`src/rtl/hb_phase_decoder_if.sv`:
```
// Coil-bus monitor interface between the stepper driver side and the phase decoder.
//   hb_in, clr          : driver-side inputs (master drives, decoder samples)
//   position, cycles    : signed wrapping phase / full-sequence counters
//   dir, moving         : direction of last valid step, motion status
//   *_pulse             : one-cycle event strobes
//   err_sticky/err_count: sequence-error history
interface hb_phase_decoder_if #(
  parameter int unsigned POS_W = 32,
  parameter int unsigned ERR_W = 8
);
  logic [3:0]       hb_in;
  logic             clr;
  logic [POS_W-1:0] position;
  logic [POS_W-1:0] cycles;
  logic             dir;
  logic             moving;
  logic             step_pulse;
  logic             cycle_pulse;
  logic             done_pulse;
  logic             err_pulse;
  logic             err_sticky;
  logic [ERR_W-1:0] err_count;

  modport master (
    output hb_in, clr,
    input  position, cycles, dir, moving, step_pulse, cycle_pulse,
           done_pulse, err_pulse, err_sticky, err_count
  );

  modport slave (
    input  hb_in, clr,
    output position, cycles, dir, moving, step_pulse, cycle_pulse,
           done_pulse, err_pulse, err_sticky, err_count
  );
endinterface

```
`src/rtl/hb_phase_decoder.sv`:
```
// Passive decoder of the full-step H-bridge phase sequence.
// Ports:
//   clk     : system clock, rising edge
//   PRESERN : synchronous active-high reset
//   bus     : hb_phase_decoder_if.slave (coil bus in, position/status/errors out)
// All outputs are registered; they reflect a bus change one clock after it appears.
module hb_phase_decoder #(
  parameter int unsigned POS_W        = 32,
  parameter int unsigned ERR_W        = 8,
  parameter int unsigned STALL_CYCLES = 1000
) (
  input  logic              clk,
  input  logic              PRESERN,
  hb_phase_decoder_if.slave bus
);

  localparam int unsigned IDLE_W = (STALL_CYCLES > 2) ? $clog2(STALL_CYCLES) : 1;
  localparam logic [IDLE_W-1:0] IDLE_MAX = IDLE_W'(STALL_CYCLES - 1);
  localparam logic [3:0] HB_OFF = 4'b0000;

  logic [3:0]        hb_q;
  logic [POS_W-1:0]  position_q, position_d;
  logic [POS_W-1:0]  cycles_q, cycles_d;
  logic              dir_q, dir_d;
  logic              moving_q, moving_d;
  logic              step_q, step_d;
  logic              cyc_q, cyc_d;
  logic              done_q, done_d;
  logic              err_q, err_d;
  logic              sticky_q, sticky_d;
  logic [ERR_W-1:0]  errcnt_q, errcnt_d;
  logic [IDLE_W-1:0] idle_q, idle_d;

  logic              prev_vld, cur_vld, illegal;
  logic [1:0]        prev_idx, cur_idx, delta;

  // Map a phase code to its position in the forward sequence; {valid, index}.
  function automatic logic [2:0] phase_idx(input logic [3:0] code);
    case (code)
      4'b1001: phase_idx = 3'b100;
      4'b0101: phase_idx = 3'b101;
      4'b0110: phase_idx = 3'b110;
      4'b1010: phase_idx = 3'b111;
      default: phase_idx = 3'b000;
    endcase
  endfunction

  // Transition classifier and next-state computation.
  always_comb begin
    position_d = position_q;
    cycles_d   = cycles_q;
    dir_d      = dir_q;
    moving_d   = moving_q;
    step_d     = 1'b0;
    cyc_d      = 1'b0;
    done_d     = 1'b0;
    err_d      = 1'b0;
    sticky_d   = sticky_q;
    errcnt_d   = errcnt_q;
    idle_d     = idle_q;
    illegal    = 1'b0;

    {prev_vld, prev_idx} = phase_idx(hb_q);
    {cur_vld, cur_idx}   = phase_idx(bus.hb_in);
    // Modulo-4 distance along the forward sequence: 1 = forward, 3 = reverse, 2 = skipped step.
    delta = cur_idx - prev_idx;

    if (bus.hb_in == hb_q) begin
      // Holding a phase: count idle cycles until the stall threshold drops moving.
      if (prev_vld) begin
        if (idle_q == IDLE_MAX) moving_d = 1'b0;
        else                    idle_d   = idle_q + IDLE_W'(1);
      end
    end else begin
      idle_d = '0;
      if (cur_vld) begin
        if (!prev_vld) begin
          moving_d = 1'b1;
        end else begin
          case (delta)
            2'd1: begin
              position_d = position_q + POS_W'(1);
              dir_d      = 1'b1;
              step_d     = 1'b1;
              moving_d   = 1'b1;
              if (prev_idx == 2'd3) begin
                cycles_d = cycles_q + POS_W'(1);
                cyc_d    = 1'b1;
              end
            end
            2'd3: begin
              position_d = position_q - POS_W'(1);
              dir_d      = 1'b0;
              step_d     = 1'b1;
              moving_d   = 1'b1;
              if (prev_idx == 2'd0) begin
                cycles_d = cycles_q - POS_W'(1);
                cyc_d    = 1'b1;
              end
            end
            default: illegal = 1'b1;
          endcase
        end
      end else if (bus.hb_in == HB_OFF) begin
        moving_d = 1'b0;
        done_d   = prev_vld;
      end else begin
        illegal  = 1'b1;
        moving_d = 1'b0;
      end

      if (illegal) begin
        err_d    = 1'b1;
        sticky_d = 1'b1;
        if (!(&errcnt_q)) errcnt_d = errcnt_q + ERR_W'(1);
      end
    end

    // Clear overrides any same-cycle count or error update; pulses/dir/moving still follow.
    if (bus.clr) begin
      position_d = '0;
      cycles_d   = '0;
      errcnt_d   = '0;
      sticky_d   = 1'b0;
    end
  end

  // State and output registers.
  always_ff @(posedge clk) begin
    if (PRESERN) begin
      hb_q       <= HB_OFF;
      position_q <= '0;
      cycles_q   <= '0;
      dir_q      <= 1'b1;
      moving_q   <= 1'b0;
      step_q     <= 1'b0;
      cyc_q      <= 1'b0;
      done_q     <= 1'b0;
      err_q      <= 1'b0;
      sticky_q   <= 1'b0;
      errcnt_q   <= '0;
      idle_q     <= '0;
    end else begin
      hb_q       <= bus.hb_in;
      position_q <= position_d;
      cycles_q   <= cycles_d;
      dir_q      <= dir_d;
      moving_q   <= moving_d;
      step_q     <= step_d;
      cyc_q      <= cyc_d;
      done_q     <= done_d;
      err_q      <= err_d;
      sticky_q   <= sticky_d;
      errcnt_q   <= errcnt_d;
      idle_q     <= idle_d;
    end
  end

  assign bus.position    = position_q;
  assign bus.cycles      = cycles_q;
  assign bus.dir         = dir_q;
  assign bus.moving      = moving_q;
  assign bus.step_pulse  = step_q;
  assign bus.cycle_pulse = cyc_q;
  assign bus.done_pulse  = done_q;
  assign bus.err_pulse   = err_q;
  assign bus.err_sticky  = sticky_q;
  assign bus.err_count   = errcnt_q;

endmodule

```
`src/flat_wrapper.sv`:
```
// flat-port wrapper written by rule: the top's interface ports become plain ports
module hb_phase_decoder_flat 
#(
  parameter int unsigned POS_W        = 32,
  parameter int unsigned ERR_W        = 8,
  parameter int unsigned STALL_CYCLES = 1000
)
  (clk, PRESERN, bus_hb_in, bus_clr, bus_position, bus_cycles, bus_dir, bus_moving, bus_step_pulse, bus_cycle_pulse, bus_done_pulse, bus_err_pulse, bus_err_sticky, bus_err_count);
  hb_phase_decoder_if #(.POS_W(POS_W), .ERR_W(ERR_W)) bus_i ();
  input  logic clk;
  input  logic PRESERN;
  input wire logic [$bits(bus_i.hb_in)-1:0] bus_hb_in;
  input wire logic [$bits(bus_i.clr)-1:0] bus_clr;
  output wire logic [$bits(bus_i.position)-1:0] bus_position;
  output wire logic [$bits(bus_i.cycles)-1:0] bus_cycles;
  output wire logic [$bits(bus_i.dir)-1:0] bus_dir;
  output wire logic [$bits(bus_i.moving)-1:0] bus_moving;
  output wire logic [$bits(bus_i.step_pulse)-1:0] bus_step_pulse;
  output wire logic [$bits(bus_i.cycle_pulse)-1:0] bus_cycle_pulse;
  output wire logic [$bits(bus_i.done_pulse)-1:0] bus_done_pulse;
  output wire logic [$bits(bus_i.err_pulse)-1:0] bus_err_pulse;
  output wire logic [$bits(bus_i.err_sticky)-1:0] bus_err_sticky;
  output wire logic [$bits(bus_i.err_count)-1:0] bus_err_count;
  assign bus_i.hb_in = bus_hb_in;
  assign bus_i.clr = bus_clr;
  assign bus_position = bus_i.position;
  assign bus_cycles = bus_i.cycles;
  assign bus_dir = bus_i.dir;
  assign bus_moving = bus_i.moving;
  assign bus_step_pulse = bus_i.step_pulse;
  assign bus_cycle_pulse = bus_i.cycle_pulse;
  assign bus_done_pulse = bus_i.done_pulse;
  assign bus_err_pulse = bus_i.err_pulse;
  assign bus_err_sticky = bus_i.err_sticky;
  assign bus_err_count = bus_i.err_count;
  hb_phase_decoder #(.POS_W(POS_W), .ERR_W(ERR_W), .STALL_CYCLES(STALL_CYCLES)) u_core (.clk(clk), .PRESERN(PRESERN), .bus(bus_i));
endmodule
```
`config.mk`:
```
export PLATFORM = sky130hd
export DESIGN_NAME = hb_phase_decoder_flat
export DESIGN_NICKNAME = d
export VERILOG_FILES = /design/src/rtl/hb_phase_decoder_if.sv /design/src/rtl/hb_phase_decoder.sv /design/src/flat_wrapper.sv
export SDC_FILE = /design/constraint.sdc
export NUM_CORES = 1
export LEC_CHECK = 0
export BUFFER_PORTS_ARGS = -buffer_cell sky130_fd_sc_hd__buf_2
export CAP_MARGIN = 20
export CORE_MARGIN = 8
export CORE_UTILIZATION = 30
export DETAILED_ROUTE_END_ITERATION = 16
export GPL_TIMING_DRIVEN = 0
export PLACE_DENSITY = 0.48
export SLEW_MARGIN = 25
export SYNTH_ARGS = -nofsm -noshare
export SYNTH_HDL_FRONTEND = slang
export SYNTH_SLANG_ARGS = --single-unit
export TNS_END_PERCENT = 100
```
`constraint.sdc`:
```
create_clock -name clk -period 15.76 [get_ports clk]
set_clock_uncertainty 0.1 [all_clocks]
set_input_delay 3.152 -clock clk [delete_from_list [all_inputs] [get_ports clk]]
set_output_delay 3.152 -clock clk [all_outputs]
set_load 0.02 [all_outputs]
```
==> results.ini <==
[cells_and_area]
design_area_sq_um=7910
regArea_sq_um=1860
nets=1033
n_antenna_cell=0
layout-drive-gt1-share_pct=12.1
multi_input_area_sq_um=4670
area_delta_synth_final_pct=17.5
nFillCells=2410

[clocking]
ctsResizeCount=0
h-tree-depth=3
cts_tree=yes
cts_buffer_depth=2
cts_root_buf=clkbuf_16
postCtsSetupBuffers=0
cts_num_sinks=93
clock_latency_ns=0.35
cts-buffers-inserted=9
ctsHoldBuffers=0
clkTransAtPathRegs_ns=0.07

[worst_setup_path]
cp_slowest_cell=nor2_4
rr_worst_depth=17
cpPeakStageDelay_ns=0.59
end_kind=register
crit_type=input port to register
required_ns=15.94
crit_chain=buf_2 -> nor2_1 -> and3_1 -> a31oi_1 -> ha_1 -> xnor3_1 -> nor2_4 -> buf_16 -> ha_1 -> a21o_1 -> a311o_1 -> a21oi_1 -> o21ai_1 -> a41oi_1 -> o21ai_1 -> a221o_1 -> a31o_2 -> a31oi_1
reg2reg_slack_ns=10.37
rr_endpoint=u_core.bus.position[30]
worst_setup_path_start_kind=input port
critical_path_peak_fanout=23
critPathCapture=u_core.bus.position[30]
critPathLaunch=bus_hb_in[0]
rr_startpoint=u_core.hb_q[2]
arrival_ns=8.11

[synth]
synth.distinct_cells=62
synth-simple-area-share_pct=21.4
synthFlopType=dfxtp_1
ys_ff_latch=93
yosys.area.top_type=dfxtp_1
synthAdderAreaFrac_pct=12.3
syn_avg_cell_area_sq_um=7.80
synth_compound_area_share_pct=25.1
async_flop_share_pct=0
netlist_instances=863
synth_top_area_share_pct=27.7
syn_area_sq_um=6730
synth_top_family_by_area=compound AO/OA/AOI/OAI gates
synth_nets=935
synth_edf_count=0
yosys_warnings=0
synthMuxAreaShare_pct=0.762
synth.most_common_cell=nand2_1
synthTopCellsByArea=dfxtp_1, ha_1, a21oi_1
netlist_top_cells_count=nand2_1, a21oi_1, dfxtp_1
synthXorXnorAreaFrac_pct=9.69
synth-seq-area-share_pct=27.7

[run_status]
outcome=finished, final reports clean

[timing]
setup_viol=0
tightest_slew_ns=0.811
fmax_mhz=126
slew_headroom_pct=46.0
tns_ns=0
drv_slew=0
hold_viol=0
rsz0062_at_grt=false
fin_crit_ns=7.94
fin_crit_sh_pct=50.4

[floorplan]
core_sq_um=22300
start_util_pct=30.2
ioPinCount=86
fp-row-count=55
die_area_sq_um=27500
die-height_microns=166
die_x_microns=166

[drt]
dr.pass1.iters=6
via_per_inst=5.15
wl_per_cell_microns=16.0
drc=0
drt-initial-drc-count=367
vias=6444
wl_microns=20000
ant_nets=0

[placement]
hpwlAfterDp_microns=15300
io_buffers=85
place.gp.congestion=0.835
placed_area_sq_um=7570

[global_route]
grt_first_pass_wirelength_microns=32400
grt_max_degree=24
grt_pass1_vias=6190
overflow=0
grt_use_total_pct=14.1
antenna_found_initial=0

[flow_run]
drv_cap=0

[power]
power.density_nw_per_um2=67.9
leakage_nw=3.48
vdd_drop_max_v=0.0000504

[hold_path]
hp-class=register to register

## cell families (layout without fill, tap and decap cells)
kind of cell,count (synthesis),after routing
AOI/OAI and AO/OA,270,270
xor gates and xnor gates,72,72
DFF,93,93
adders and majority gates,65,65
and+or+nand+nor,305,305
muxes,5,5
buffers and inverters,53,156
## layout make-up
type / count / area share, %
inverters: 18 / 0.855
plain buffers: 35 / 1.69
flip-flops and latches: 93 / 23.6
repair buffers: 87 / 6.08
multi-input cells: 717 / 59.1
well taps: 285 / 4.51
clock inverters: 6 / 1.17
clock buffers: 10 / 3.02
## through the flow
step | worst slack [ns] | power, mW | std cells | util (%) | hold WS, ns
floorplan | 6.52 | 0.278 | 863 | - | 0.379
global placement | 3.84 | 0.291 | 1233 | 33.7 | 0.333
detailed placement | 7.45 | 0.292 | 1235 | 34.0 | 0.343
CTS | 7.80 | 0.545 | 1251 | 35.5 | 0.354
global route | 7.55 | 0.557 | 1251 | 35.5 | 0.380
finish | 7.82 | 0.537 | 1251 | 35.5 | 0.347
## cell usage in the layout, fill, tap and decap left out, types with 7 or more instances in the layout
| master | netlist | layout |
|---|---|---|
| and3_1 | 11 | 11 |
| clkbuf_1 | 32 | 32 |
| nor2b_1 | 9 | 9 |
| a21oi_1 | 104 | 104 |
| a31oi_1 | 13 | 13 |
| clkbuf_16 | 0 | 9 |
| o21ai_1 | 7 | 7 |
| inv_1 | 18 | 18 |
| ha_1 | 63 | 63 |
| nand2b_1 | 12 | 12 |
| nand2_1 | 115 | 115 |
| nand3_1 | 29 | 29 |
| xor2_1 | 31 | 31 |
| o21a_1 | 7 | 7 |
| dfxtp_1 | 93 | 93 |
| nor3_1 | 15 | 15 |
| o21bai_1 | 9 | 9 |
| nor2_1 | 62 | 61 |
| a21o_1 | 30 | 30 |
| or3_1 | 10 | 10 |
| o211ai_1 | 7 | 7 |
| buf_2 | 2 | 87 |
| xnor2_1 | 39 | 39 |
| o21ai_0 | 43 | 43 |
| a211oi_1 | 12 | 12 |
| nand4_1 | 15 | 15 |
## where the power goes
group          internal [mW]  leakage (nW)  switching [mW]
registers              0.237         0.751         0.00157
clock network          0.145         0.156           0.105
logic                 0.0169          2.58          0.0318
## critical path, delay by kind of cell
kind                     cells  cell delay [ns]
AO/OA/AOI/OAI               10             2.67
XOR/XNOR                     1             0.49
adder cells (fa/ha/maj)      2             0.52
buffers and inverters        2             0.41
AND/OR/NAND/NOR              3             0.85
## flip-flops by register name (all words and copies together) (netlist names)
name / count
u_core.bus.moving: 1
u_core.hb_q: 4
u_core.bus.cycles: 32
u_core.bus.dir: 1
u_core.bus.step_pulse: 1
u_core.bus.cycle_pulse: 1
u_core.bus.err_count: 8
u_core.bus.err_sticky: 1
u_core.bus.done_pulse: 1
u_core.bus.err_pulse: 1
u_core.idle_q: 10
u_core.bus.position: 32
## metal layers
layer  GRT usage (%)  vias to the layer above  part of all wire, %
met3            2.70                       15                  4.1
met4            4.04                        0                  1.3
li1                -                     3338                    -
met1            18.6                     2985                   49
met5               0                        -                    0
met2            22.9                      106                   45
## worst min-delay path by stage
stage	startpoint	endpoint	slack, ns	depth (start not counted)
floorplan	u_core.idle_q[9]	u_core.idle_q[9]	0.38	2
CTS	u_core.bus.err_sticky	u_core.bus.err_sticky	0.35	2
global placement	u_core.bus.err_sticky	u_core.bus.err_sticky	0.33	2
detailed placement	u_core.bus.err_sticky	u_core.bus.err_sticky	0.34	2
finish	u_core.bus.err_sticky	u_core.bus.err_sticky	0.35	2
global route	u_core.bus.err_sticky	u_core.bus.err_sticky	0.38	2
No activity file was read; power rests on OpenSTA's default activity.
